File: config.mk
export PLATFORM = sky130hd
export DESIGN_NAME = au_acc_seq
export DESIGN_NICKNAME = d
export VERILOG_FILES = /design/src/rtl/au_pkg.sv /design/src/rtl/au_flag_calc.sv /design/src/rtl/au_acc_seq.sv
export SDC_FILE = /design/constraint.sdc
export NUM_CORES = 1
export LEC_CHECK = 0
export BUFFER_PORTS_ARGS = -buffer_cell sky130_fd_sc_hd__clkbuf_2
export CAP_MARGIN = 20
export CORE_AREA = 4 4 66 68
export CTS_CLUSTER_SIZE = 14
export DETAILED_ROUTE_END_ITERATION = 7
export DIE_AREA = 0 0 70 72
export GPL_ROUTABILITY_DRIVEN = 0
export PLACE_DENSITY = 0.69
export SKIP_LAST_GASP = 1
export SLEW_MARGIN = 20
export SYNTH_ARGS = -nofsm -noshare
export SYNTH_HDL_FRONTEND = slang
export SYNTH_SLANG_ARGS = --single-unit
File: constraint.sdc
create_clock -name clk -period 3.05 [get_ports clk]
set_input_delay 0.61 -clock clk [delete_from_list [all_inputs] [get_ports clk]]
set_output_delay 0.61 -clock clk [all_outputs]
set_load 0.005 [all_outputs]
File: src/rtl/au_pkg.sv
// rtl/au_pkg.sv - shared opcodes, sequencer states and select mapping for the AU
package au_pkg;

    localparam logic [2:0] OP_XFER_X = 3'd0;
    localparam logic [2:0] OP_INC    = 3'd1;
    localparam logic [2:0] OP_ADD    = 3'd2;
    localparam logic [2:0] OP_ADDC   = 3'd3;
    localparam logic [2:0] OP_SUB    = 3'd4;
    localparam logic [2:0] OP_SUBB   = 3'd5;
    localparam logic [2:0] OP_DEC    = 3'd6;
    localparam logic [2:0] OP_XFER_Y = 3'd7;

    typedef enum logic [1:0] {
        ST_IDLE = 2'd0,
        ST_EXEC = 2'd1,
        ST_DONE = 2'd2
    } state_t;

    // Returns {s1, s0, cin}; the opcode bits map straight onto the AU selects.
    function automatic logic [2:0] op_to_sel(input logic [2:0] op);
        return {op[2], op[1], op[0]};
    endfunction

    function automatic logic is_zero(input logic [7:0] v);
        return (v == 8'h00);
    endfunction

endpackage

File: src/rtl/au_flag_calc.sv
// rtl/au_flag_calc.sv - per-step signed overflow for one AU operation
module au_flag_calc
    import au_pkg::*;
(
    input  logic [2:0] op,
    input  logic [7:0] a,
    input  logic [7:0] b,
    input  logic [7:0] r,
    output logic       step_v
);

    // Only the sign bits take part in the overflow rule.
    logic unused_bits;
    assign unused_bits = ^{a[6:0], b[6:0], r[6:0]};

    always_comb begin
        step_v = 1'b0;
        case (op)
            OP_ADD, OP_ADDC: step_v = (a[7] == b[7]) && (r[7] != a[7]);
            OP_INC:          step_v = (a[7] == 1'b0) && (r[7] != a[7]);
            OP_SUB, OP_SUBB: step_v = (a[7] != b[7]) && (r[7] != a[7]);
            OP_DEC:          step_v = (a[7] != 1'b0) && (r[7] != a[7]);
            default:         step_v = 1'b0;
        endcase
    end

endmodule

File: src/rtl/au_acc_seq.sv
// rtl/au_acc_seq.sv - command-driven accumulator sequencer around an external 8-bit AU
module au_acc_seq
    import au_pkg::*;
#(
    parameter int CNT_W = 4
) (
    input  logic             clk,
    input  logic             rst,
    input  logic             cmd_valid,
    output logic             cmd_ready,
    input  logic [2:0]       cmd_op,
    input  logic [7:0]       cmd_data,
    input  logic [CNT_W-1:0] cmd_rep,
    output logic [7:0]       au_x,
    output logic [7:0]       au_y,
    output logic             au_s1,
    output logic             au_s0,
    output logic             au_cin,
    input  logic [7:0]       au_f,
    input  logic             au_cout,
    output logic             rsp_valid,
    input  logic             rsp_ready,
    output logic [7:0]       rsp_acc,
    output logic             rsp_c,
    output logic             rsp_z,
    output logic             rsp_n,
    output logic             rsp_v,
    output logic [7:0]       acc
);

    localparam logic [CNT_W-1:0] CNT_ONE = {{(CNT_W-1){1'b0}}, 1'b1};

    state_t           state;
    logic [2:0]       op_r;
    logic [7:0]       data_r;
    logic [CNT_W-1:0] cnt_r;
    logic [7:0]       acc_r;
    logic             c_r;
    logic             z_r;
    logic             n_r;
    logic             v_r;
    logic             rsp_valid_r;
    logic             step_v;
    logic             in_exec;

    assign in_exec = (state == ST_EXEC);

    assign au_x = acc_r;
    assign au_y = in_exec ? data_r : 8'h00;
    assign {au_s1, au_s0, au_cin} = in_exec ? op_to_sel(op_r) : 3'b000;

    au_flag_calc u_flag_calc (
        .op     (op_r),
        .a      (acc_r),
        .b      (data_r),
        .r      (au_f),
        .step_v (step_v)
    );

    // Gated by rst so the channel reads not-ready during the reset cycle itself.
    assign cmd_ready = (state == ST_IDLE) && !rst;
    assign rsp_valid = rsp_valid_r;
    assign rsp_acc   = acc_r;
    assign rsp_c     = c_r;
    assign rsp_z     = z_r;
    assign rsp_n     = n_r;
    assign rsp_v     = v_r;
    assign acc       = acc_r;

    always_ff @(posedge clk) begin
        if (rst) begin
            state       <= ST_IDLE;
            op_r        <= OP_XFER_X;
            data_r      <= 8'h00;
            cnt_r       <= '0;
            acc_r       <= 8'h00;
            c_r         <= 1'b0;
            z_r         <= 1'b0;
            n_r         <= 1'b0;
            v_r         <= 1'b0;
            rsp_valid_r <= 1'b0;
        end else begin
            case (state)
                ST_IDLE: begin
                    if (cmd_valid) begin
                        op_r   <= cmd_op;
                        data_r <= cmd_data;
                        cnt_r  <= cmd_rep;
                        v_r    <= 1'b0;
                        state  <= ST_EXEC;
                    end
                end
                ST_EXEC: begin
                    acc_r <= au_f;
                    c_r   <= au_cout;
                    v_r   <= v_r | step_v;
                    // Z/N are captured from the final result so they stay stable in DONE.
                    if (cnt_r == '0) begin
                        z_r         <= is_zero(au_f);
                        n_r         <= au_f[7];
                        rsp_valid_r <= 1'b1;
                        state       <= ST_DONE;
                    end else begin
                        cnt_r <= cnt_r - CNT_ONE;
                    end
                end
                ST_DONE: begin
                    if (rsp_ready) begin
                        rsp_valid_r <= 1'b0;
                        state       <= ST_IDLE;
                    end
                end
                default: begin
                    rsp_valid_r <= 1'b0;
                    state       <= ST_IDLE;
                end
            endcase
        end
    end

endmodule

==> results of run 1 <==
[Yosys cell counts, types with 2 or more instances]
master    number  area share, %
or3_1          3            1.3
buf_2          6            2.0
nor3_1         7            2.4
and2_1        15            6.3
o21ai_0        3            1.0
inv_1          3           0.76
o211ai_1       2            1.0
o21ai_1        3            1.0
nor2_1         5            1.3
dfxtp_1       30             41
nor4_1         3            1.3
nand2_1       46             12
clkbuf_1       3           0.76
a21oi_1       26            8.8
nand2b_1       7            3.0
buf_4         16            8.1
[worst max-delay path, cell delays in order, from the launching register on]
cell      delay [ns]
dfxtp_1         0.39
and2b_1         0.68
and2_1          0.23
clkbuf_2        0.11
[stage by stage]
step	hold slack (ns)	setup slack, ns	power, mW	std cells	util, %
after detailed placement	0.443	1.01	0.762	286	44.9
final	0.449	0.751	1.07	294	47.3
after global placement	0.442	1.06	0.756	286	44.9
after CTS	0.452	0.712	1.08	294	47.3
after global routing	0.470	0.577	1.15	294	47.3
after floorplan	0.432	1.39	0.687	192	-
[worst paths after layout]
| kind | slack [ns] | endpoint | from |
|---|---|---|---|
| worst max register to register | 1.37 | rsp_n | state[1] |
| worst max-delay path | 0.75 | au_s1 | state[1] |
| worst min-delay path | 0.45 | data_r[2] | data_r[2] |
| worst min register to register | 0.45 | data_r[2] | data_r[2] |
[area by class of cell]
| class | count | area [um^2] |
|---|---|---|
| fillers | 426 | 2030 |
| multi-input cells | 133 | 703 |
| flip-flops and latches | 30 | 601 |
| repair buffers | 70 | 355 |
| clock buffers | 7 | 86.3 |
| well taps | 50 | 62.6 |
| inverters | 3 | 11.3 |
| clock inverters | 1 | 5.00 |
[power groups by stage]
stage          sequential, mW  combinational [mW]  clock [mW]
3_5_place_dp            0.488               0.273           0
3_3_place_gp            0.487               0.269           0
2_1_floorplan           0.479               0.209           0
4_1_cts                 0.480               0.274       0.329
6_report                0.480               0.267       0.320
5_1_grt                 0.490               0.309       0.347
[cell families (layout without fill, tap and decap cells)]
group | Yosys count | after routing
and+or+nand+nor | 93 | 93
AOI/OAI and AO/OA | 39 | 39
DFF | 30 | 30
buffers and inverters | 29 | 81
adders and majority gates | 1 | 1
[state kept, by name, summed over array words and instances (netlist names)]
register and count:
rsp_z 1, acc 8, rsp_c 1, rsp_valid 1
op_r 3, state 2, rsp_v 1, rsp_n 1
data_r 8, cnt_r 4
[layer usage]
layer | vias up | part of all wire, % | wire, um | track usage, %
met5 | - | 0 | 0 | 0
li1 | 727 | - | - | -
met3 | 2 | 9.0 | 307 | 4.85
met1 | 598 | 46 | 1560 | 18.5
met2 | 53 | 45 | 1520 | 23.2
met4 | 0 | 0.53 | 18 | 4.47
==> flow_summary.json, run 1 <==
{
  "finalHoldViolCount": 0,
  "yosysWarnings": 0,
  "drc_errors": 0,
  "finalCriticalPeriod_ns": 2.30,
  "irDropWorstVdd_mv": 0.360,
  "synthFlopType": "dfxtp_1",
  "dr.pass1.iters": 4,
  "p_switching_uw": 326,
  "status": "finished clean",
  "cts.root.buffer_cell": "clkbuf_8",
  "yosys.area_share.adder_pct": 0.845,
  "die_area_um2": 5040,
  "setup_viol": 0,
  "dr_total_vias": 1380,
  "row_count": 23,
  "rr_worst_depth": 4,
  "wirelength_um": 3410,
  "maxSlewHeadroom_pct": 53.8,
  "grt_pass1_vias": 1275,
  "cp-end-kind": "output pin",
  "crit_arrival_ns": 1.69,
  "final_area_um2": 1820,
  "ys_seq_area_share_pct": 40.6,
  "p_per_area_nw_per_um2": 585,
  "clkLatencyLatePin_ns": 0.27,
  "seqPwrFrac_pct": 45.0,
  "diodes": 0,
  "cts_sinks": 30,
  "p_leak_nw": 0.821,
  "min_path_type": "reg2reg",
  "via_per_inst": 4.69,
  "combPwrFrac_pct": 25.0,
  "grt_pass1_wl_um": 5900,
  "cts-buffers-inserted": 5,
  "whs_path_depth": 2,
  "rsz0062_at_grt": "false",
  "p_clk_share_pct": 30.0,
  "tightest_slew_ns": 0.692,
  "crit_path_max_fanout": 24,
  "overflow": 0,
  "cp.required_ns": 2.44,
  "path_class": "reg2out",
  "cts_tree": "done",
  "synth-seq-cells": 30,
  "maxSlewViolCount": 0,
  "mostFrequentLayoutCell": "clkbuf_2",
  "grt_use_total_pct": 14.5,
  "synth_simple_gate_area_share_pct": 32.1,
  "wire_per_inst_um": 11.6,
  "syn_area_um2": 1480,
  "placed_area_um2": 1730,
  "antenna_left": 0,
  "worstSetupStartpointType": "flop",
  "htree_num_levels": 2,
  "io_buffers": 68,
  "drv_cap": 0,
  "final_nets": 272,
  "synth_top_family_by_area": "simple AND/OR/NAND/NOR gates",
  "drive_gt1_share_pct": 33.2,
  "cts_hold_buf": 0,
  "clockBufferDepth": 2,
  "finalClockSkew_ns": 0.00474,
  "dp_hpwl_um": 2490,
  "switching_share_pct": 30.6,
  "synth_compound_area_share_pct": 14.5,
  "postCtsSetupRepairBufs": 0,
  "internal_power_uw": 741,
  "synth_xor_area_share_pct": 0,
  "synth_nets": 221,
  "synth_edf_count": 0,
  "cts-resized-gates": 0,
  "die_w_um": 70,
  "post-route-period-util_pct": 75.4,
  "clk_pin_slew_ns": 0.06,
  "avgSynthCellArea_um2": 7.71,
  "synthMuxAreaShare_pct": 0,
  "core-area_um2": 3860,
  "tns_ns": 0,
  "area_delta_synth_final_pct": 23.2,
  "synth.distinct_cells": 30,
  "layout_common_cells": "clkbuf_2, nand2_1, dfxtp_1, a21oi_1, and2_1",
  "postSynthCellCount": 192,
  "initial_core_util_pct": 38.4,
  "io_pins": 69,
  "antenna_found_initial": 0,
  "grt_max_degree": 31,
  "drt_iter0_drc": 63,
  "die_y_um": 72,
  "ys_async_sr_fraction_pct": 0,
  "fmax_ghz": 0.435
}
Note: power is estimated with default switching activity, not from simulation.
==> run 2: changes to the inputs <==
PLACE_DENSITY = 0.72   (was 0.69)
clock period = 2 ns   (was 3.05 ns; I/O delays follow)
==> run 2 against run 1 <==
Against the previous run: worst setup slack worse by 0.56 ns; combinational power is 57% higher; core utilization is 0.42 points higher; count of clock-buffer cells in the layout stayed put; critical endpoint unchanged; final cell count is 0.68% higher; global-route usage is 0.46 points lower.
==> flow_summary.json, run 2 (synthesis results as in run 1) <==
{
  "cts_sinks": 30,
  "mostFrequentLayoutCell": "clkbuf_2",
  "irDropWorstVdd_mv": 0.598,
  "initial_core_util_pct": 38.4,
  "setup_viol": 0,
  "crit_path_max_fanout": 16,
  "status": "finished clean",
  "grt_use_total_pct": 14.0,
  "drive_gt1_share_pct": 34.1,
  "wire_per_inst_um": 11.6,
  "seqPwrFrac_pct": 44.4,
  "min_path_type": "in2reg",
  "crit_arrival_ns": 1.41,
  "clockBufferDepth": 2,
  "cts.root.buffer_cell": "clkbuf_8",
  "dr_wl_met2_um": 1450,
  "p_clk_share_pct": 30.0,
  "min_to": "data_r[0]",
  "layout_common_cells": "clkbuf_2, nand2_1, dfxtp_1, a21oi_1, and2_1",
  "final_nets": 274,
  "internal_power_mw": 1.14,
  "dp_hpwl_um": 2510,
  "cts_hold_buf": 0,
  "die_w_um": 70,
  "clkLatencyLatePin_ns": 0.27,
  "tightest_slew_ns": 0.490,
  "grt_pass1_wl_um": 5660,
  "worstHoldStart": "cmd_data[0]",
  "rrSetupSlack_ns": 0.38,
  "p_switching_uw": 503,
  "maxSlewHeadroom_pct": 67.1,
  "rr_worst_depth": 6,
  "io_buffers": 68,
  "cp-end-kind": "output pin",
  "finalHoldViolCount": 0,
  "rsz0062_at_grt": "false",
  "maxSlewViolCount": 0,
  "met1Wirelength_um": 1630,
  "overflow": 0,
  "p_per_area_nw_per_um2": 892,
  "final_util_pct": 47.7,
  "dr.pass1.iters": 4,
  "post-route-period-util_pct": 90.3,
  "wirelength_um": 3440,
  "dr_total_vias": 1393,
  "die_y_um": 72,
  "finalClockSkew_ns": 0.00269,
  "reg2reg_to": "cnt_r[3]",
  "htree_num_levels": 2,
  "area_delta_synth_final_pct": 24.3,
  "io_pins": 69,
  "grt_max_degree": 31,
  "worst-path-buf-inv": 1,
  "fill_cells": 396,
  "wl_met3_um": 316,
  "multiInputGateArea_um2": 704,
  "tns_ns": 0,
  "worstSetupStartpointType": "flop",
  "switching_share_pct": 30.6,
  "via_per_inst": 4.71,
  "combPwrFrac_pct": 25.6,
  "cts-buffers-inserted": 5,
  "cts_tree": "done",
  "antenna_found_initial": 0,
  "whs_path_depth": 3,
  "drc_errors": 0,
  "crit_chain": "and2b_2 > and2_1 > clkbuf_2",
  "critPathMaxStageDelay_ns": 0.47,
  "core-area_um2": 3860,
  "cp.required_ns": 1.60,
  "drt_iter0_drc": 56,
  "row_count": 23,
  "diodes": 0,
  "postCtsSetupRepairBufs": 0,
  "critPathTopFamily": "simple AND/OR/NAND/NOR gates",
  "register_area_um2": 601,
  "highest_layer": "met4",
  "grt_pass1_vias": 1252,
  "path_class": "reg2out",
  "finalCriticalPeriod_ns": 1.81,
  "clk_pin_slew_ns": 0.06,
  "p_leak_nw": 0.831,
  "crit_slowest_cell": "dfxtp_1",
  "r2r-start": "cnt_r[0]",
  "fmax_ghz": 0.554,
  "antenna_left": 0,
  "die_area_um2": 5040,
  "drv_cap": 0,
  "cts-resized-gates": 0
}
==> run 2: how the worst max path moves through the flow <==
stage / startpoint / endpoint / slack (ns) / cells past startpoint
2_1_floorplan: cnt_r[0] / cnt_r[2] / 0.53 / 6
3_3_place_gp: state[1] / au_s1 / 0.43 / 3
3_5_place_dp: state[0] / au_s1 / 0.39 / 3
4_1_cts: state[0] / au_s1 / 0.08 / 3
5_1_grt: state[1] / au_y[0] / 0.09 / 3
6_report: state[1] / au_s1 / 0.19 / 3
==> run 2: per-stage QoR <==
step                worst slack (ns)  hold WS (ns)  instance area, um^2  power (mW)  cells
global route                  0.0907         0.329                 1840        1.76    296
finish                         0.193         0.339                 1840        1.64    296
detailed placement             0.390         0.444                 1750        1.17    288
global placement               0.430         0.443                 1750        1.16    288
CTS                           0.0814         0.335                 1840        1.67    296
floorplan                      0.534         0.432                 1480        1.05    192
==> run 2: power groups by stage <==
| stage | Clock, mW | Sequential, mW | Combinational [mW] |
|---|---|---|---|
| global route | 0.544 | 0.743 | 0.475 |
| global placement | 0 | 0.742 | 0.420 |
| finish | 0.493 | 0.730 | 0.420 |
| floorplan | 0 | 0.730 | 0.318 |
| CTS | 0.510 | 0.731 | 0.426 |
| detailed placement | 0 | 0.744 | 0.424 |
==> run 2: cell type report <==
cell class	instances	share of cell area [%]
Sequential cell	30	32.6
Clock inverter	1	0.272
Tap cell	50	3.40
Inverter	3	0.612
Timing Repair Buffer	72	20.1
Clock buffer	7	4.69
Multi-Input combinational cell	133	38.3
==> run 2: per-layer routing <==
layer  global-route usage, %  vias to the layer above
li1                        -                      728
met1                    17.1                      604
met2                    22.1                       56
met3                    5.96                        5
met4                    5.11                        0
met5                       0                        -
==> run 2: tightest hold or removal path, stage by stage <==
cell and delay, ns:
clkbuf_2 0.08, nand2_1 0.04, a21oi_1 0.05
==> run 3: changes to the inputs <==
BUFFER_PORTS_ARGS = not set   (was -buffer_cell sky130_fd_sc_hd__clkbuf_2)
DONT_BUFFER_PORTS = 1   (was not set)
PLACE_DENSITY = not set   (was 0.72)
==> run 3 against run 2 <==
Against the previous run: global-route usage down 0.57 points; wire length shrank 7.0%; via count shrank 16%; clock power barely moved; worst setup slack better by 0.098 ns; fmax up 5.7%; critical path type unchanged; critical endpoint is now au_y[5].
==> flow_summary.json, run 3 (synthesis results as in run 1) <==
{
  "status": "finished clean",
  "path_class": "reg2out",
  "htree_num_levels": 2,
  "antenna_found_initial": 0,
  "layout_common_cells": "nand2_1, dfxtp_1, a21oi_1, and2_1",
  "drc_errors": 0,
  "critPathTopFamily": "simple AND/OR/NAND/NOR gates",
  "whs_path_depth": 1,
  "fmax_ghz": 0.585,
  "maxSlewViolCount": 0,
  "rr_worst_depth": 6,
  "placed_area_um2": 1400,
  "via_per_inst": 5.13,
  "die_y_um": 72,
  "final_area_um2": 1490,
  "die_w_um": 70,
  "drt_iter0_drc": 69,
  "finalCriticalPeriod_ns": 1.71,
  "grt_pass1_vias": 1150,
  "worstHoldStart": "rst",
  "cts_tree": "done",
  "mostFrequentLayoutCell": "nand2_1",
  "drive_gt1_share_pct": 7.91,
  "setup_viol": 0,
  "dp_hpwl_um": 2290,
  "cts_sinks": 30,
  "worst-path-buf-inv": 0,
  "tightest_slew_ns": 0.514,
  "cts-resized-gates": 0,
  "rsz0062_at_grt": "false",
  "cts.root.buffer_cell": "clkbuf_8",
  "grt_max_degree": 32,
  "drv_cap": 0,
  "cp-end-kind": "output pin",
  "grt_pass1_wl_um": 5320,
  "cts_hold_buf": 0,
  "dr_total_vias": 1165,
  "wirelength_um": 3200,
  "finalHoldViolCount": 0,
  "cp.required_ns": 1.60,
  "dr.pass1.iters": 4,
  "core-area_um2": 3860,
  "antenna_left": 0,
  "post-route-period-util_pct": 85.4,
  "diodes": 0,
  "irDropWorstVdd_mv": 0.404,
  "final_nets": 205,
  "p_per_area_nw_per_um2": 1030,
  "reg2reg_to": "cnt_r[2]",
  "clkLatencyLatePin_ns": 0.27,
  "crit_arrival_ns": 1.31,
  "min_to": "data_r[2]",
  "worst_hold_slack_ns": 0.188,
  "tns_ns": 0,
  "cts-buffers-inserted": 5,
  "maxSlewHeadroom_pct": 65.7,
  "critPathMaxStageDelay_ns": 0.48,
  "postCtsSetupRepairBufs": 0,
  "finalClockSkew_ns": 0.00411,
  "initial_core_util_pct": 38.4,
  "crit_slowest_cell": "dfxtp_1",
  "wire_per_inst_um": 14.1,
  "rrSetupSlack_ns": 0.39,
  "grt_use_total_pct": 13.4,
  "crit_chain": "and2b_1 > and2_1",
  "row_count": 23,
  "overflow": 0,
  "io_pins": 69,
  "clockBufferDepth": 2,
  "die_area_um2": 5040,
  "io_buffers": 0,
  "clk_pin_slew_ns": 0.06,
  "area_delta_synth_final_pct": 0.761,
  "worstSetupStartpointType": "flop",
  "r2r-start": "cnt_r[0]",
  "p_leak_nw": 0.526,
  "min_path_type": "in2reg",
  "crit_path_max_fanout": 12
}
==> run 3: how the worst max path moves through the flow <==
stage	cells after the start	to	startpoint	slack (ns)
finish	2	au_y[5]	state[1]	0.29
global route	2	au_y[4]	state[1]	0.14
CTS	2	au_y[5]	state[1]	0.28
detailed placement	6	cnt_r[2]	cnt_r[0]	0.40
global placement	6	cnt_r[0]	cnt_r[0]	0.45
floorplan	6	cnt_r[2]	cnt_r[0]	0.53
==> run 3: through the flow <==
step | power (mW) | setup slack, ns | instances | util (%)
2_1_floorplan | 1.05 | 0.534 | 192 | -
3_3_place_gp | 1.07 | 0.451 | 219 | 36.3
3_5_place_dp | 1.07 | 0.397 | 219 | 36.3
4_1_cts | 1.57 | 0.279 | 227 | 38.7
5_1_grt | 1.65 | 0.141 | 227 | 38.7
6_report | 1.54 | 0.291 | 227 | 38.7
==> run 3: cell type report <==
class,count,area [um^2]
multi-input cells,133,703
inverters,3,11.3
flip-flops and latches,30,601
repair buffers,3,22.5
clock inverters,1,5.00
clock buffers,7,86.3
fillers,432,2360
well taps,50,62.6
==> run 3: metal layers <==
| metal | share of wire (%) | wire [um] | global-route usage (%) | vias to the layer above |
|---|---|---|---|---|
| met3 | 12 | 390 | 7.20 | 4 |
| met1 | 41 | 1320 | 15.8 | 518 |
| met4 | 1.0 | 32 | 5.11 | 0 |
| li1 | - | - | - | 595 |
| met2 | 46 | 1460 | 20.7 | 48 |
| met5 | 0 | 0 | 0 | - |
==> run 3: report_power, final <==
group | internal [mW] | switching [mW] | leakage, nW | total (mW)
logic | 0.133 | 0.174 | 0.232 | 0.308
registers | 0.666 | 0.0762 | 0.246 | 0.743
clock network | 0.277 | 0.214 | 0.0482 | 0.491
total | 1.08 | 0.464 | 0.526 | 1.54
